### src/rtl/mpu_ctx_sched_pkg.sv
// mpu_ctx_sched_pkg: region word, CSR layout and op encodings shared by the MPU.
// Imported by mpu_ctx_sched and mpu_ep_lifo.
package mpu_ctx_sched_pkg;

    localparam int MAPS    = 9;
    localparam int ROWS    = 4;
    localparam int DEPTH   = 8;
    localparam int ROW_W   = $clog2(ROWS);
    localparam int DEPTH_W = $clog2(DEPTH + 1);

    typedef logic [11:0] CsrAddrT;

    localparam CsrAddrT CsrBase = 12'h400;

    typedef struct packed {
        logic [13:0] addr;
        logic [15:0] length;
        logic        write_en;
        logic        read_en;
    } mpu_addr_t;

    localparam mpu_addr_t NO_ACCESS = '0;

    typedef enum logic {
        OP_LOAD  = 1'b0,
        OP_STORE = 1'b1
    } mpu_op_e;

    typedef enum logic [1:0] {
        IDLE,
        FETCH,
        READY
    } sched_state_e;

    function automatic CsrAddrT csr_addr(
        input logic [3:0]       map,
        input logic [ROW_W-1:0] row
    );
        return CsrBase + CsrAddrT'(row) + CsrAddrT'(ROWS) * CsrAddrT'(map);
    endfunction

endpackage

### src/rtl/mpu_ep_lifo.sv
// mpu_ep_lifo: DEPTH x 16 entry-pointer stack for nested preemptions.
// Push at full and pop at empty leave the stack untouched and flag it.
module mpu_ep_lifo
    import mpu_ctx_sched_pkg::*;
(
    input  logic               clk,
    input  logic               reset,
    input  logic               push,
    input  logic               pop,
    input  logic [15:0]        din,
    output logic [15:0]        top,
    output logic [DEPTH_W-1:0] depth,
    output logic               overflow,
    output logic               underflow
);

    localparam int ADDR_W = $clog2(DEPTH);

    logic [15:0]       mem [DEPTH];
    logic [ADDR_W-1:0] wr_idx;
    logic [ADDR_W-1:0] rd_idx;
    logic              full;
    logic              empty;

    assign full      = depth == DEPTH_W'(DEPTH);
    assign empty     = depth == '0;
    assign overflow  = push && full;
    assign underflow = pop && empty;

    // At full the low bits wrap to 0, so rd_idx still lands on the last slot.
    assign wr_idx = depth[ADDR_W-1:0];
    assign rd_idx = wr_idx - 1'b1;
    assign top    = empty ? '0 : mem[rd_idx];

    always_ff @(posedge clk) begin
        if (push && !full) begin
            mem[wr_idx] <= din;
        end
    end

    always_ff @(posedge clk) begin
        if (!reset) begin
            depth <= '0;
        end else if (push && !full) begin
            depth <= depth + 1'b1;
        end else if (pop && !empty) begin
            depth <= depth - 1'b1;
        end
    end

endmodule

### src/rtl/mpu_ctx_sched.sv
// mpu_ctx_sched: reloads the MPU active region map and ep on every context change.
// Define MPU_NEST_FAULT_EN to pulse nest_fault on ep LIFO overflow/underflow.
module mpu_ctx_sched
    import mpu_ctx_sched_pkg::*;
(
    input  logic               clk,
    input  logic               reset,
    input  logic [7:0]         interrupt_prio,
    input  logic [3:0]         id,
    input  logic [15:0]        sp,
    output logic [11:0]        cfg_rd_addr,
    output logic               cfg_rd_en,
    input  logic [31:0]        cfg_rd_data,
    output logic               region_we,
    output logic [ROW_W-1:0]   region_idx,
    output logic [31:0]        region_data,
    output logic [15:0]        ep,
    output logic [DEPTH_W-1:0] depth,
    output logic               stall,
    output logic               ctx_ready,
    output logic               nest_fault
);

    sched_state_e     state;
    logic [7:0]       last_prio;
    logic [3:0]       last_id;
    logic [3:0]       new_id;
    logic             primed;
    logic             change;
    logic             push;
    logic             pop;
    logic             map_bad;
    logic             map_zero;
    logic             pend_zero;
    logic             issuing;
    logic [ROW_W-1:0] row;
    logic             ready_q;
    logic [15:0]      lifo_top;
    logic             overflow;
    logic             underflow;
    logic             fault;

    assign change  = !primed || interrupt_prio != last_prio || id != last_id;
    assign push    = reset && change && interrupt_prio > last_prio;
    assign pop     = reset && change && interrupt_prio < last_prio;
    assign map_bad = id >= 4'(MAPS);

    assign stall       = reset && (change || !ready_q);
    assign ctx_ready   = reset && ready_q && !change;
    assign region_data = (region_we && !pend_zero) ? cfg_rd_data : NO_ACCESS;

`ifdef MPU_NEST_FAULT_EN
    assign fault = overflow || underflow;
`else
    logic unused_nest;
    assign unused_nest = overflow;
    assign fault       = 1'b0;
`endif

    mpu_ep_lifo u_lifo (
        .clk       (clk),
        .reset     (reset),
        .push      (push),
        .pop       (pop),
        .din       (ep),
        .top       (lifo_top),
        .depth     (depth),
        .overflow  (overflow),
        .underflow (underflow)
    );

    always_ff @(posedge clk) begin
        if (!reset) begin
            state       <= IDLE;
            last_prio   <= '0;
            last_id     <= '0;
            new_id      <= '0;
            primed      <= 1'b0;
            map_zero    <= 1'b0;
            pend_zero   <= 1'b0;
            issuing     <= 1'b0;
            row         <= '0;
            ready_q     <= 1'b0;
            ep          <= '0;
            cfg_rd_en   <= 1'b0;
            cfg_rd_addr <= '0;
            region_we   <= 1'b0;
            region_idx  <= '0;
            nest_fault  <= 1'b0;
        end else begin
            // Read data lands one cycle after the read, so writes trail reads.
            region_we  <= issuing;
            region_idx <= row;
            pend_zero  <= map_zero;
            nest_fault <= fault;

            if (push) begin
                ep <= sp;
            end else if (pop && !underflow) begin
                ep <= lifo_top;
            end

            if (change) begin
                primed      <= 1'b1;
                last_prio   <= interrupt_prio;
                last_id     <= id;
                new_id      <= id;
                map_zero    <= map_bad;
                state       <= FETCH;
                issuing     <= 1'b1;
                row         <= '0;
                region_we   <= 1'b0;
                ready_q     <= 1'b0;
                cfg_rd_en   <= !map_bad;
                cfg_rd_addr <= csr_addr(id, ROW_W'(0));
            end else begin
                unique case (state)
                    FETCH: begin
                        if (issuing) begin
                            if (row == ROW_W'(ROWS - 1)) begin
                                issuing   <= 1'b0;
                                cfg_rd_en <= 1'b0;
                            end else begin
                                row         <= row + 1'b1;
                                cfg_rd_addr <= csr_addr(new_id, row + 1'b1);
                            end
                        end
                        if (region_we && region_idx == ROW_W'(ROWS - 1)) begin
                            state   <= READY;
                            ready_q <= 1'b1;
                        end
                    end
                    IDLE, READY: begin
                    end
                    default: begin
                    end
                endcase
            end
        end
    end

endmodule

### config.mk
export PLATFORM = sky130hd
export DESIGN_NAME = mpu_ctx_sched
export DESIGN_NICKNAME = d
export VERILOG_FILES = /design/src/rtl/mpu_ctx_sched_pkg.sv /design/src/rtl/mpu_ep_lifo.sv /design/src/rtl/mpu_ctx_sched.sv
export SDC_FILE = /design/constraint.sdc
export NUM_CORES = 1
export LEC_CHECK = 0
export CAP_MARGIN = 10
export CELL_PAD_IN_SITES_DETAIL_PLACEMENT = 2
export CELL_PAD_IN_SITES_GLOBAL_PLACEMENT = 2
export CORE_ASPECT_RATIO = 1.4
export CORE_MARGIN = 2
export CORE_UTILIZATION = 39
export DETAILED_ROUTE_END_ITERATION = 12
export HOLD_SLACK_MARGIN = 0.03
export PLACE_DENSITY = 0.81
export SLEW_MARGIN = 20
export SYNTH_ARGS = -nofsm -noshare
export SYNTH_HDL_FRONTEND = slang
export SYNTH_SLANG_ARGS = --single-unit
export TNS_END_PERCENT = 100
### constraint.sdc
create_clock -name clk -period 8.3 [get_ports clk]
set_input_delay 1.66 -clock clk [delete_from_list [all_inputs] [get_ports clk]]
set_output_delay 1.66 -clock clk [all_outputs]
set_load 0.005 [all_outputs]
==> flow_results.org, run 1 <==
** Synth
- Share of flip-flops with an asynchronous set or reset :: 0%
- Synthesis produced 485 cells.
- In the synthesized netlist the dominant register cell turns out to be sky130_fd_sc_hd__edfxtp_1.
- Summing the areas of all xor and xnor instances in the mapped netlist gives 0.841% of the synthesized area.
- Sequential cell area fraction in the yosys report :: 66.7%
- The synthesized design devotes to its leading area cell type 52.7% of total area.
- The synthesized design contains 128 enable-type register cells.
- Multiplexer cells account for 10.4% of the synthesized area.
- By area the synthesized netlist is led by sky130_fd_sc_hd__edfxtp_1 53%, sky130_fd_sc_hd__dfxtp_1 14%, sky130_fd_sc_hd__mux4_2 9.9%.
- Dominant combinational cell family by area after synthesis :: multiplexers
- The number of different library cells used by synthesis comes to 48.
- The average instance in the mapped netlist occupies 15.0 um^2.
- Adder-cell area share of the yosys netlist :: 2.33%
- Largest area contributor in the synthesized netlist :: sky130_fd_sc_hd__edfxtp_1
- Summing the areas of all compound-gate instances in the mapped netlist gives 7.02% of the synthesized area.
- For this run, the number of Yosys warnings is 0.
- After synthesis the netlist holds a flip-flop and latch count of 179.
- The synthesized netlist devotes 9.78% of its cell area to simple gates.
- Post-synthesis instance area :: 7290 um^2

** Floorplanning
- Initial standard-cell utilization of the core :: 39.5%
- Height of the die :: 166 um
- The die covers 19,800 um^2.
- In this run the horizontal extent of the chip is 120 um.
- Core region area :: 18,500 um^2
- 133 I/O pins were placed.
- Total number of placement rows :: 59

** STA
- Setup violations remaining at the end of the flow were counted as 0.
- RSZ-0062 raised after global routing :: no
- Slew at the pin closest to its max-slew limit :: 1.16 ns
- Fin. max-slew vios :: 0
- Adding up every negative setup slack in the final design gives 0 ns.
- Dividing the final minimum period by the clock period gives 70.0%.
- The number of hold-slack violations in the final timing report came to 0.
- Min cycle time layout :: 5.81 ns
- Setup skew after layout :: 0.0133 ns
- The worst pin sits at a relative slew slack of 22.1%.
- Based on the critical path, the design can be clocked at up to 172 MHz.

** Final layout
- The repair_antennas step left the layout with diodes totalling 0.
- Number of fill cells :: 1,695
- Proportion of layout cells with a drive suffix above 1 :: 15.1%
- From synthesis to final layout, the design area changed by 29.6%.
- In the final design database the tool counted 692 nets.
- Final cell utilization of the core :: 51.2%

** Global route
- Number of antenna violations at the first check in global routing :: 0
- First-pass GRT wire length :: 32,200 um
- Overflow after GRT :: 0
- In the global route stage, overall resource usage came out at 21.6%.
- The via count of the first global-routing pass came to 5,283.
- Pin count of the biggest net entering global routing :: 42

** Job
- The tool flagged a number of max-cap violations equal to 0.

** Clock tree
- Total number of H-tree levels :: 4
- Post-CTS repair timing setup buffer count :: 0
- The clock passes through at most 2 buffers.
- Clock root buffer :: sky130_fd_sc_hd__clkbuf_16
- Post-CTS clock slew at the launch and capture registers of the worst setup and hold paths :: 0.07 ns
- After clock tree synthesis, the flow added hold-fix buffers numbering 0.
- Number of clock buffers inserted by TritonCTS :: 17
- Worst-Skew Late Latency :: 0.43 ns
- Post-CTS repair changed the size of 0 cells.
- TritonCTS sink count :: 179
- CTS tree :: done

** Drt
- For this block, the routed nets add up to 21,300 um of wire.
- Before antenna repair, the detailed router went through 4 iterations.
- Total via count after detailed routing :: 4,755
- Iteration-0 DRC Markers :: 282
- Routed length per instance :: 24.4 um
- In the routed layout, each cell is associated on average with a via count of 5.44.
- Post-detailed-route count of antenna-violating nets :: 0
- After detailed routing, the number of remaining DRC violations is 0.

** Worst setup path
- CP cell instances :: clkdlybuf4s50_1 > ha_1 > nand4_1 > nand2b_4 > nor3_4 > and3_1 > clkdlybuf4s50_1
- The worst register-to-register path begins at last_prio[7]$_SDFFE_PN0N_.
- Data arrives at the worst endpoint at 4.15 ns.
- Start point of the critical path :: interrupt_prio[7]
- Critical Path Start Type :: input pin
- Flop-to-flop setup slack :: 4.79 ns
- STA classifies the critical path endpoint as a primary output.
- Kind of cell with the highest combined delay on the critical path :: simple AND/OR/NAND/NOR gates
- In this run the worst path has a maximum fanout of 19.
- STA puts the critical path data required time at 6.64 ns.
- Critical path buffer and inverter count :: 2
- For this run, the slowest stage of the critical path takes 0.61 ns.
- Counting stages on the worst path, the most repeated cell is sky130_fd_sc_hd__clkdlybuf4s50_1.
- Among all stages on the critical path, the largest delay is contributed by sky130_fd_sc_hd__nor3_4.
- By startpoint and endpoint, the worst setup path is classified as input pin to primary output.

** Min path
- Class of the tightest hold or removal check :: flip-flop to flip-flop
- In this run the most critical hold path is launched from last_prio[4]$_SDFFE_PN0N_.

** Power
- Across the VDD grid, the largest voltage drop is 0.000182 V.
- In this run the power density over the cells is 302 nW/um^2.
- For this design the static power due to leakage is 3.26 nW.
- Total power :: 2.86 mW

** Status
- The flow ran to the end, and the final reports show no timing, DRC or antenna violations.

** Place
- RD Place Congestion :: 0.810
- I/O Buffers :: 126
- Half-perimeter wire length of the detailed placement result :: 14,000 um
## stage by stage
stage | setup slack [ns] | instances | instance area (um^2) | hold WS (ns)
final | 2.49 | 874 | 9450 | 0.461
after global placement | 2.54 | 841 | 8850 | 0.439
after detailed placement | 2.45 | 841 | 8850 | 0.453
after floorplan | 3.36 | 490 | 7310 | 0.430
after global routing | 2.35 | 874 | 9450 | 0.501
after CTS | 2.45 | 873 | 9440 | 0.462
## sequential cells by signal (all words and copies together), names as in the netlist
register	flops
state	1
new_id	4
cfg_rd_addr	7
pend_zero	1
u_lifo.mem	128
u_lifo.depth	4
map_zero	1
issuing	1
last_prio	8
ready_q	1
region_idx	2
primed	1
cfg_rd_en	1
region_we	1
row	2
ep	16
## per-layer routing
layer	up-vias	routed length (um)	GRT usage [%]
met2	175	11500	39.7
met5	-	0	0
li1	2096	-	-
met4	0	282	5.78
met3	20	1100	4.29
met1	2464	8390	25.5
## final cells by class
cell class                 count  area, um^2  area share, %
tap                          244         305           3.23
inverter                      13        48.8          0.516
clock inverter                15         156           1.66
multi-input combinational    269        2300           24.3
timing repair buffer         137        1350           14.3
sequential                   179        4870           51.5
clock buffer                  17         425           4.50
## synthesized netlist by cell type (2+ instances only)
cell	instances
sky130_fd_sc_hd__edfxtp_1	128
sky130_fd_sc_hd__dfxtp_1	51
sky130_fd_sc_hd__and2_1	39
sky130_fd_sc_hd__nand2_1	34
sky130_fd_sc_hd__mux4_2	32
sky130_fd_sc_hd__nor2_1	29
sky130_fd_sc_hd__a21oi_1	21
sky130_fd_sc_hd__a221o_1	16
sky130_fd_sc_hd__a22oi_1	16
sky130_fd_sc_hd__clkbuf_1	14
sky130_fd_sc_hd__inv_1	13
sky130_fd_sc_hd__ha_1	12
sky130_fd_sc_hd__buf_4	7
sky130_fd_sc_hd__nor3_1	6
sky130_fd_sc_hd__o21ai_0	6
sky130_fd_sc_hd__xnor2_1	6
sky130_fd_sc_hd__buf_2	5
sky130_fd_sc_hd__nor4_1	5
sky130_fd_sc_hd__mux2i_1	4
sky130_fd_sc_hd__nand3_1	4
sky130_fd_sc_hd__nor2b_1	4
sky130_fd_sc_hd__o21ai_1	3
sky130_fd_sc_hd__o31ai_1	3
sky130_fd_sc_hd__and3_1	2
sky130_fd_sc_hd__buf_6	2
## layout by cell type (no fill, tap or decap), types with 5 or more instances in the layout
master	count
sky130_fd_sc_hd__a21oi_1	21
sky130_fd_sc_hd__a221o_1	16
sky130_fd_sc_hd__a22oi_1	16
sky130_fd_sc_hd__and2_1	39
sky130_fd_sc_hd__buf_4	10
sky130_fd_sc_hd__clkbuf_16	17
sky130_fd_sc_hd__clkdlybuf4s50_1	126
sky130_fd_sc_hd__conb_1	6
sky130_fd_sc_hd__dfxtp_1	50
sky130_fd_sc_hd__edfxtp_1	128
sky130_fd_sc_hd__ha_1	11
sky130_fd_sc_hd__inv_1	13
sky130_fd_sc_hd__inv_6	7
sky130_fd_sc_hd__mux4_2	32
sky130_fd_sc_hd__nand2_1	34
sky130_fd_sc_hd__nor2_1	29
sky130_fd_sc_hd__o21ai_0	6
sky130_fd_sc_hd__xnor2_1	5
## worst register-to-register path, stage by stage (launching register included)
cell	delay [ns]
sky130_fd_sc_hd__dfxtp_1	0.33
sky130_fd_sc_hd__inv_1	0.05
sky130_fd_sc_hd__ha_1	0.32
sky130_fd_sc_hd__nand2_1	0.08
sky130_fd_sc_hd__o21ai_0	0.48
sky130_fd_sc_hd__nand3_1	0.19
sky130_fd_sc_hd__nand2_1	0.75
sky130_fd_sc_hd__nand2_1	0.37
sky130_fd_sc_hd__nor3_2	0.29
sky130_fd_sc_hd__buf_4	0.34
## power breakdown
group	internal [mW]	switching [mW]	leakage, nW
logic	0.397	0.432	1.38
registers	1.12	0.115	1.60
clock network	0.428	0.368	0.284
total	1.94	0.915	3.26
## logic make-up after synthesis
family                   Yosys count
multiplexers                      36
adder cells (fa/ha/maj)           13
buffers and inverters             42
flip-flops                       179
AND/OR/NAND/NOR                  136
other                              1
XOR/XNOR                           7
AO/OA/AOI/OAI                     71
## worst paths after layout
check                                to  cells past startpoint
min reg2reg   last_prio[4]$_SDFFE_PN0N_                      2
min           last_prio[4]$_SDFFE_PN0N_                      2
max                           ctx_ready                      7
max reg2reg  u_lifo.mem[6][2]$_DFFE_PP_                      9
(Power assumes the default switching activity.)
==> inputs of run 2 (changes only) <==
--- a/config.mk
+++ b/config.mk
@@ -10,10 +10,10 @@
 export CELL_PAD_IN_SITES_GLOBAL_PLACEMENT = 2
 export CORE_ASPECT_RATIO = 1.4
 export CORE_MARGIN = 2
-export CORE_UTILIZATION = 39
+export CORE_UTILIZATION = 33
 export DETAILED_ROUTE_END_ITERATION = 12
 export HOLD_SLACK_MARGIN = 0.03
-export PLACE_DENSITY = 0.81
+export PLACE_DENSITY = 0.73
 export SLEW_MARGIN = 20
 export SYNTH_ARGS = -nofsm -noshare
 export SYNTH_HDL_FRONTEND = slang
==> constraint.sdc (replaced) <==
create_clock -name clk -period 5.1 [get_ports clk]
set_input_delay 1.02 -clock clk [delete_from_list [all_inputs] [get_ports clk]]
set_output_delay 1.02 -clock clk [all_outputs]
set_load 0.005 [all_outputs]
==> run 2 against run 1 <==
  * Total power rose by 63%
  * Non-clock buffer count rose by 4
  * Sequential cell count did not move
  * Clock skew barely moved
  * Via count fell by 1.6%
  * Die area rose by 18%
  * Clock power rose by 63%
  * Worst setup slack got worse by 1.5 ns
  * Sequential share of layout area fell by 0.53 points
  * Register-to-register slack got worse by 2.9 ns
  * Cell count rose by 6.5%
  * Critical path type unchanged
  * Critical endpoint unchanged
==> flow_results.org, run 2 (synthesis gave the netlist of run 1 again) <==
** Clock tree
- In this run, CTS created clock tree buffers numbering 17.
- CTS built an H-tree with a depth of 4.
- After clock tree synthesis, the clock-pin slew on the worst setup and hold paths is 0.07 ns.
- TritonCTS sink count :: 179
- In this run the deepest clock path goes through 2 buffers.
- TritonCTS built the clock tree.
- Cts hold-fix bufs :: 0
- Clock root buffer :: sky130_fd_sc_hd__clkbuf_16
- The later pin in the worst-skew pair is clocked with a latency of 0.43 ns.
- Number of gates resized after cts :: 0
- After clock tree synthesis, the setup repair step added 0 buffers.

** Global route
- First-pass GRT wire length :: 31,400 um
- Global routing usage summed across all routing layers :: 18.0%
- Overflow after GRT :: 0
- Number of antenna violations at the first check in global routing :: 0
- The via count of the first global-routing pass is 5,244.
- Pin count of the biggest net entering global routing :: 42

** Final layout
- After the last flow step, the layout net total stands at 696.
- Proportion of layout cells with a drive suffix above 1 :: 15.5%
- Biggest registers after layout :: u_lifo.mem x128, ep x16, last_prio x8
- Number of flip-flops under the largest register name :: 128
- The library cell used most frequently in the layout, excluding fill and tap cells, is sky130_fd_sc_hd__edfxtp_1.
- Number of antenna diodes :: 0
- Commonest non-fill, non-tap cells in the layout :: 128 x sky130_fd_sc_hd__edfxtp_1, 126 x sky130_fd_sc_hd__clkdlybuf4s50_1, 50 x sky130_fd_sc_hd__dfxtp_1
- Compared with the post-synthesis result, the final layout area differs by 30.9%.
- Ranked by flip-flop count, first place goes to u_lifo.mem.
- Measured on the finished design, the core utilization comes to 43.8%.

** Floorplanning
- Num ports :: 133
- Total number of placement rows :: 64
- Initial standard-cell utilization of the core :: 33.5%
- The die is 180 um tall.
- The core region is 21,800 um^2.
- Die width :: 130 um
- Die ar. :: 23,300 um^2

** STA
- Measured against its own limit, the worst slew margin works out to 30.5%.
- Number of failing hold endpoints at the final stage :: 0
- Setup violations remaining at the end of the flow were counted as 0.
- RSZ-0062 raised after global routing :: no
- The final-report max-slew violation count came to 0.
- At the pin with the least slew margin, the transition time is 1.04 ns.
- Share of the clock period used by the worst path after layout :: 79.6%
- Derived from the worst setup path, the maximum achievable clock frequency is 246 MHz.
- Setup skew after layout :: 0.0135 ns
- Setup total negative slack on the finished layout was measured at 0 ns.
- Min cycle time layout :: 4.06 ns

** Worst setup path
- Data arrives at the worst endpoint at 3.04 ns.
- Critical Path Start Type :: input pin
- Along the worst path, the maximum fanout reaches 4.
- STA puts the critical path data required time at 4.08 ns.
- Type of the setup path with the least slack :: input pin to primary output
- Worst setup EP type :: primary output

** Place
- I/O Buffers :: 126
- RD Place Congestion :: 0.723
- Detailed placement ended at an HPWL of 13,600 um.

** Drt
- The detail route stage leaves a number of antenna-violating nets equal to 0.
- After detailed routing, the number of remaining DRC violations is 0.
- Wires add up to 20,800 um.
- After detailed routing, the average wire length per cell comes to 22.3 um.
- Dividing the detail-routed via count by the number of cells gives 5.03.
- Iteration-0 DRC Markers :: 225
- For this run, the detailed router's first-pass iteration total came to 4.
- Summing over every cut layer, the via total after detailed routing is 4,680.

** Power
- Combinational logic burns 29.1% of the power.
- Power share of the clock group :: 28.0%
- Leakage power summed over all cells :: 3.29 nW
- In this run the power spent charging and discharging nets is 1.48 mW.
- Switching share of total power :: 31.8%
- VDD sags by at most 0.000263 V.
- The internal portion of the total power is 3.17 mW.
- Power density of the placed cells :: 487 nW/um^2
- Proportion of power drawn by flip-flops and latches :: 42.9%

** Min path
- Class of the tightest hold or removal check :: flip-flop to flip-flop

** Status
- The run finished with clean final reports.

** Job
- Total of max-cap violations :: 0
[run 2: worst paths after layout]
kind	startpoint	slack, ns	cells past startpoint	to
worst max-delay path	interrupt_prio[0]	1.04	8	ctx_ready
worst min-delay path	last_prio[6]$_SDFFE_PN0N_	0.46	2	last_prio[6]$_SDFFE_PN0N_
worst max register to register	u_lifo.depth[1]$_SDFFE_PN0P_	1.92	11	u_lifo.depth[3]$_SDFFE_PN0P_
worst min register to register	last_prio[6]$_SDFFE_PN0N_	0.46	2	last_prio[6]$_SDFFE_PN0N_
[run 2: final cells by class]
type                    count  area [um^2]
multi-input cells         269         2300
fillers                  2172        12200
repair buffers            141         1370
inverters                  13         48.8
clock buffers              18          429
flip-flops and latches    179         4870
well taps                 297          372
clock inverters            14          154
[run 2: critical path, cell delays in order]
cell	delay [ns]
sky130_fd_sc_hd__clkdlybuf4s50_1	0.48
sky130_fd_sc_hd__inv_1	0.05
sky130_fd_sc_hd__ha_1	0.28
sky130_fd_sc_hd__and4_4	0.24
sky130_fd_sc_hd__nand2b_4	0.08
sky130_fd_sc_hd__nor3_4	0.21
sky130_fd_sc_hd__and3_1	0.18
sky130_fd_sc_hd__clkdlybuf4s50_1	0.49
[run 2: per-layer routing]
layer / share of wire, % / routed length, um / GRT usage [%] / vias up
met2: 54 / 11200 / 33.7 / 162
met1: 39 / 8110 / 20.4 / 2394
met4: 1.3 / 261 / 4.86 / 0
li1: - / - / - / 2105
met5: 0 / 0 / 0 / -
met3: 5.6 / 1160 / 3.81 / 19
[run 2: power by group through the flow]
stage	logic, mW	registers (mW)	clock network (mW)
3_5_place_dp	1.37	2.03	0
2_1_floorplan	0.863	1.96	0
5_1_grt	1.47	2.02	1.38
3_3_place_gp	1.32	1.99	0
6_report	1.35	2.00	1.30
4_1_cts	1.39	2.00	1.34
[run 2: metrics by stage]
step | cells | hold WS, ns | setup WS, ns | total power [mW] | area (um^2)
2_1_floorplan | 490 | 0.430 | 0.796 | 2.82 | 7310
3_3_place_gp | 899 | 0.441 | 1.06 | 3.31 | 8950
3_5_place_dp | 899 | 0.453 | 0.821 | 3.39 | 8960
4_1_cts | 931 | 0.463 | 1.02 | 4.73 | 9550
5_1_grt | 931 | 0.472 | 0.844 | 4.87 | 9550
6_report | 931 | 0.457 | 1.04 | 4.65 | 9550
==> inputs of run 3 (changes only) <==
==> constraint.sdc (replaced) <==
create_clock -name clk -period 3.7 [get_ports clk]
set_input_delay 0.74 -clock clk [delete_from_list [all_inputs] [get_ports clk]]
set_output_delay 0.74 -clock clk [all_outputs]
set_load 0.005 [all_outputs]
==> run 3 against run 2 <==
  * Register-to-register slack got worse by 1.3 ns
  * Clock power up 33%
  * Non-clock buffer count up 7
  * Highest routed layer unchanged
==> flow_results.org, run 3 (synthesis gave the netlist of run 1 again) <==
** Worst setup path
- Critical Path Start Type :: input pin
- In this design, the critical path's most frequently occurring cell is sky130_fd_sc_hd__clkdlybuf4s50_1.
- STA puts the critical path data arrival time at 2.78 ns.
- Crit path max-delay cell type :: sky130_fd_sc_hd__clkdlybuf4s50_1
- STA classifies the critical path endpoint as a primary output.
- Critical path buffer and inverter count :: 2
- On the worst path, the slowest cell contributes a delay of 0.50 ns.
- Reg-to-Reg Start :: u_lifo.depth[1]$_SDFFE_PN0P_
- Kind of cell with the highest combined delay on the critical path :: buffers and inverters
- CP cell instances :: clkdlybuf4s50_1 > ha_1 > nand4_1 > nand2b_4 > nor3_4 > and3_1 > clkdlybuf4s50_1
- The most critical setup path has its startpoint at interrupt_prio[5].
- Data required time at the worst endpoint :: 2.96 ns
- Type of the setup path with the least slack :: input pin to primary output
- Critical path fanouts, max :: 4

** STA
- Worst hold slack :: 0.461 ns
- The final-report max-slew violation count was 0.
- Share of the clock period used by the worst path after layout :: 95.0%
- Across the routed clock network, the largest skew measured is 0.00617 ns.
- RSZ-0062 raised after global routing :: no
- Setup violations remaining at the end of the flow were counted as 0.
- Min cycle time layout :: 3.52 ns
- Slew at the pin closest to its max-slew limit :: 1.06 ns
- Worst-case headroom to the max-slew limit :: 29.3%
- Timing would allow up to 284 MHz.
- Number of failing hold endpoints at the final stage :: 0

** Clock tree
- Total number of H-tree levels :: 4
- Number of gates resized after cts :: 0
- Clock root buffer :: sky130_fd_sc_hd__clkbuf_16
- Number of clock buffers inserted by TritonCTS :: 17
- Worst-Skew Late Latency :: 0.43 ns
- Post-CTS clock slew at the launch and capture registers of the worst setup and hold paths :: 0.07 ns
- Longest Clk Path Bufs :: 2
- Post-CTS repair timing setup buffer count :: 0
- Cts hold-fix bufs :: 0
- TritonCTS sink count :: 179
- TritonCTS built the clock tree.

** Place
- In this run the tool buffered the top-level ports with 126 buffer cells.
- Summed over all nets, the half-perimeter wirelength after detailed placement is 13,800 um.
- RD Place Congestion :: 0.762

** Final layout
- Number of antenna diodes :: 0
- Final cell utilization of the core :: 44.1%
- Proportion of layout cells with a drive suffix above 1 :: 16.2%
- Number of nets in the final layout :: 703
- Number of fill cells :: 2,149
- Area of combinational cells with multiple inputs :: 2280 um^2
- Most frequent standard cell in the layout excluding fill and tap cells :: sky130_fd_sc_hd__edfxtp_1
- The library cells used most frequently in the layout, excluding fill and tap cells, are 128 x sky130_fd_sc_hd__edfxtp_1, 126 x sky130_fd_sc_hd__clkdlybuf4s50_1, 50 x sky130_fd_sc_hd__dfxtp_1.
- Growth of design area from synthesis to finish :: 31.9%
- Across the whole layout, storage elements account for 4870 um^2.
- Number of flip-flops under the largest register name :: 128
- Biggest registers after layout :: u_lifo.mem x128, ep x16, last_prio x8
- Largest reg by FF count :: u_lifo.mem

** Power
- Dividing total power by cell area gives a power density of 661 nW/um^2.
- Proportion of power drawn by flip-flops and latches :: 43.1%
- Internal power comes to 4.31 mW.
- VDD sags by at most 0.000338 V.
- Total power :: 6.36 mW
- Leakage power summed over all cells :: 3.32 nW
- The analysis attributes to net switching a power of 2.05 mW.
- Combinational fraction of design power :: 29.6%
- Net switching is 32.2% of the power.
- Of the total power, the clock network draws 27.2%.

** Drt
- Detailed routing inserted a total of 4,745 vias.
- Per-cell via count in the routed design :: 5.06
- Total wire length after detailed routing :: 20,800 um
- Router iterations before antenna repair :: 4
- The detail route stage leaves a number of antenna-violating nets equal to 0.
- In the routed design, unresolved DRC markers number 0.
- After the first detailed-routing iteration, the DRC count stood at 219.
- After detailed routing, the average wire length per cell comes to 22.1 um.

** Global route
- First-pass GRT wire length :: 31,900 um
- In the global route stage, overall resource usage came out at 18.3%.
- Entering global routing, the biggest net connects 42 pins.
- The number of antenna violations at the first check in global routing came to 0.
- Number of global-route vias before repair :: 5,362
- The total overflow left after global routing is 0.

** Min path
- In this run the most critical hold path is launched from last_prio[2]$_SDFFE_PN0N_.
- The min-delay analysis places its worst path in the category flip-flop to flip-flop.

** Floorplanning
- In this run the core area contains 64 standard-cell rows.
- The die covers 23,300 um^2.
- The floorplan step set the die height to 180 um.
- Initial standard-cell utilization of the core :: 33.5%
- Die width :: 130 um
- Num ports :: 133
- Core region area :: 21,800 um^2

** Job
- Total of max-cap violations :: 0

** Status
- Result of the run :: completed
-- run 3: cell types whose count changed in the layout (fill, tap and decap cells not counted), moves of 2 or more --
cell and change:
sky130_fd_sc_hd__clkinv_2 +2, sky130_fd_sc_hd__buf_4 +3, sky130_fd_sc_hd__buf_12 +4, sky130_fd_sc_hd__clkinv_4 +3
sky130_fd_sc_hd__inv_6 -5
-- run 3: layout make-up --
cell class,instances,area share (%)
flip-flops and latches,179,50.6
inverters,13,0.508
multi-input cells,269,23.7
clock buffers,17,4.42
well taps,297,3.87
repair buffers,148,15.4
clock inverters,15,1.50
-- run 3: path summary, 6_finish.rpt --
kind / to / depth (start not counted) / slack [ns]
worst max-delay path: ctx_ready / 7 / 0.18
worst min-delay path: last_prio[2]$_SDFFE_PN0N_ / 2 / 0.46
worst max register to register: u_lifo.depth[3]$_SDFFE_PN0P_ / 11 / 0.66
worst min register to register: last_prio[2]$_SDFFE_PN0N_ / 2 / 0.46
-- run 3: routing by layer --
| layer | global-route usage [%] | part of all wire [%] | vias to the layer above | wire length, um |
|---|---|---|---|---|
| met3 | 4.64 | 6.8 | 23 | 1400 |
| met4 | 4.73 | 1.9 | 0 | 392 |
| li1 | - | - | 2114 | - |
| met1 | 20.6 | 38 | 2439 | 7830 |
| met2 | 33.6 | 54 | 169 | 11100 |
| met5 | 0 | 0 | - | 0 |
-- run 3: worst min-delay path, stage by stage, from the launching register on --
cell and delay, ns:
sky130_fd_sc_hd__dfxtp_1 0.31, sky130_fd_sc_hd__nand2_1 0.05, sky130_fd_sc_hd__a21oi_1 0.05
-- run 3: power groups by stage --
stage               Combinational, mW  Sequential [mW]  Clock [mW]
floorplan                        1.19             2.70           0
global route                     2.04             2.78        1.85
finish                           1.88             2.74        1.73
global placement                 1.84             2.74           0
detailed placement               1.91             2.78           0
CTS                              1.93             2.74        1.77
-- run 3: per-stage QoR --
| stage | cell area [um^2] | TNS (ns) | instances | worst slack (ns) |
|---|---|---|---|---|
| after floorplan | 7310 | -15.56 | 490 | -0.324 |
| after global placement | 9040 | 0 | 906 | 0.160 |
| after detailed placement | 9040 | 0 | 906 | 0.00589 |
| after CTS | 9610 | 0 | 938 | 0.177 |
| after global routing | 9610 | 0 | 938 | 0.0881 |
| final | 9610 | 0 | 938 | 0.183 |
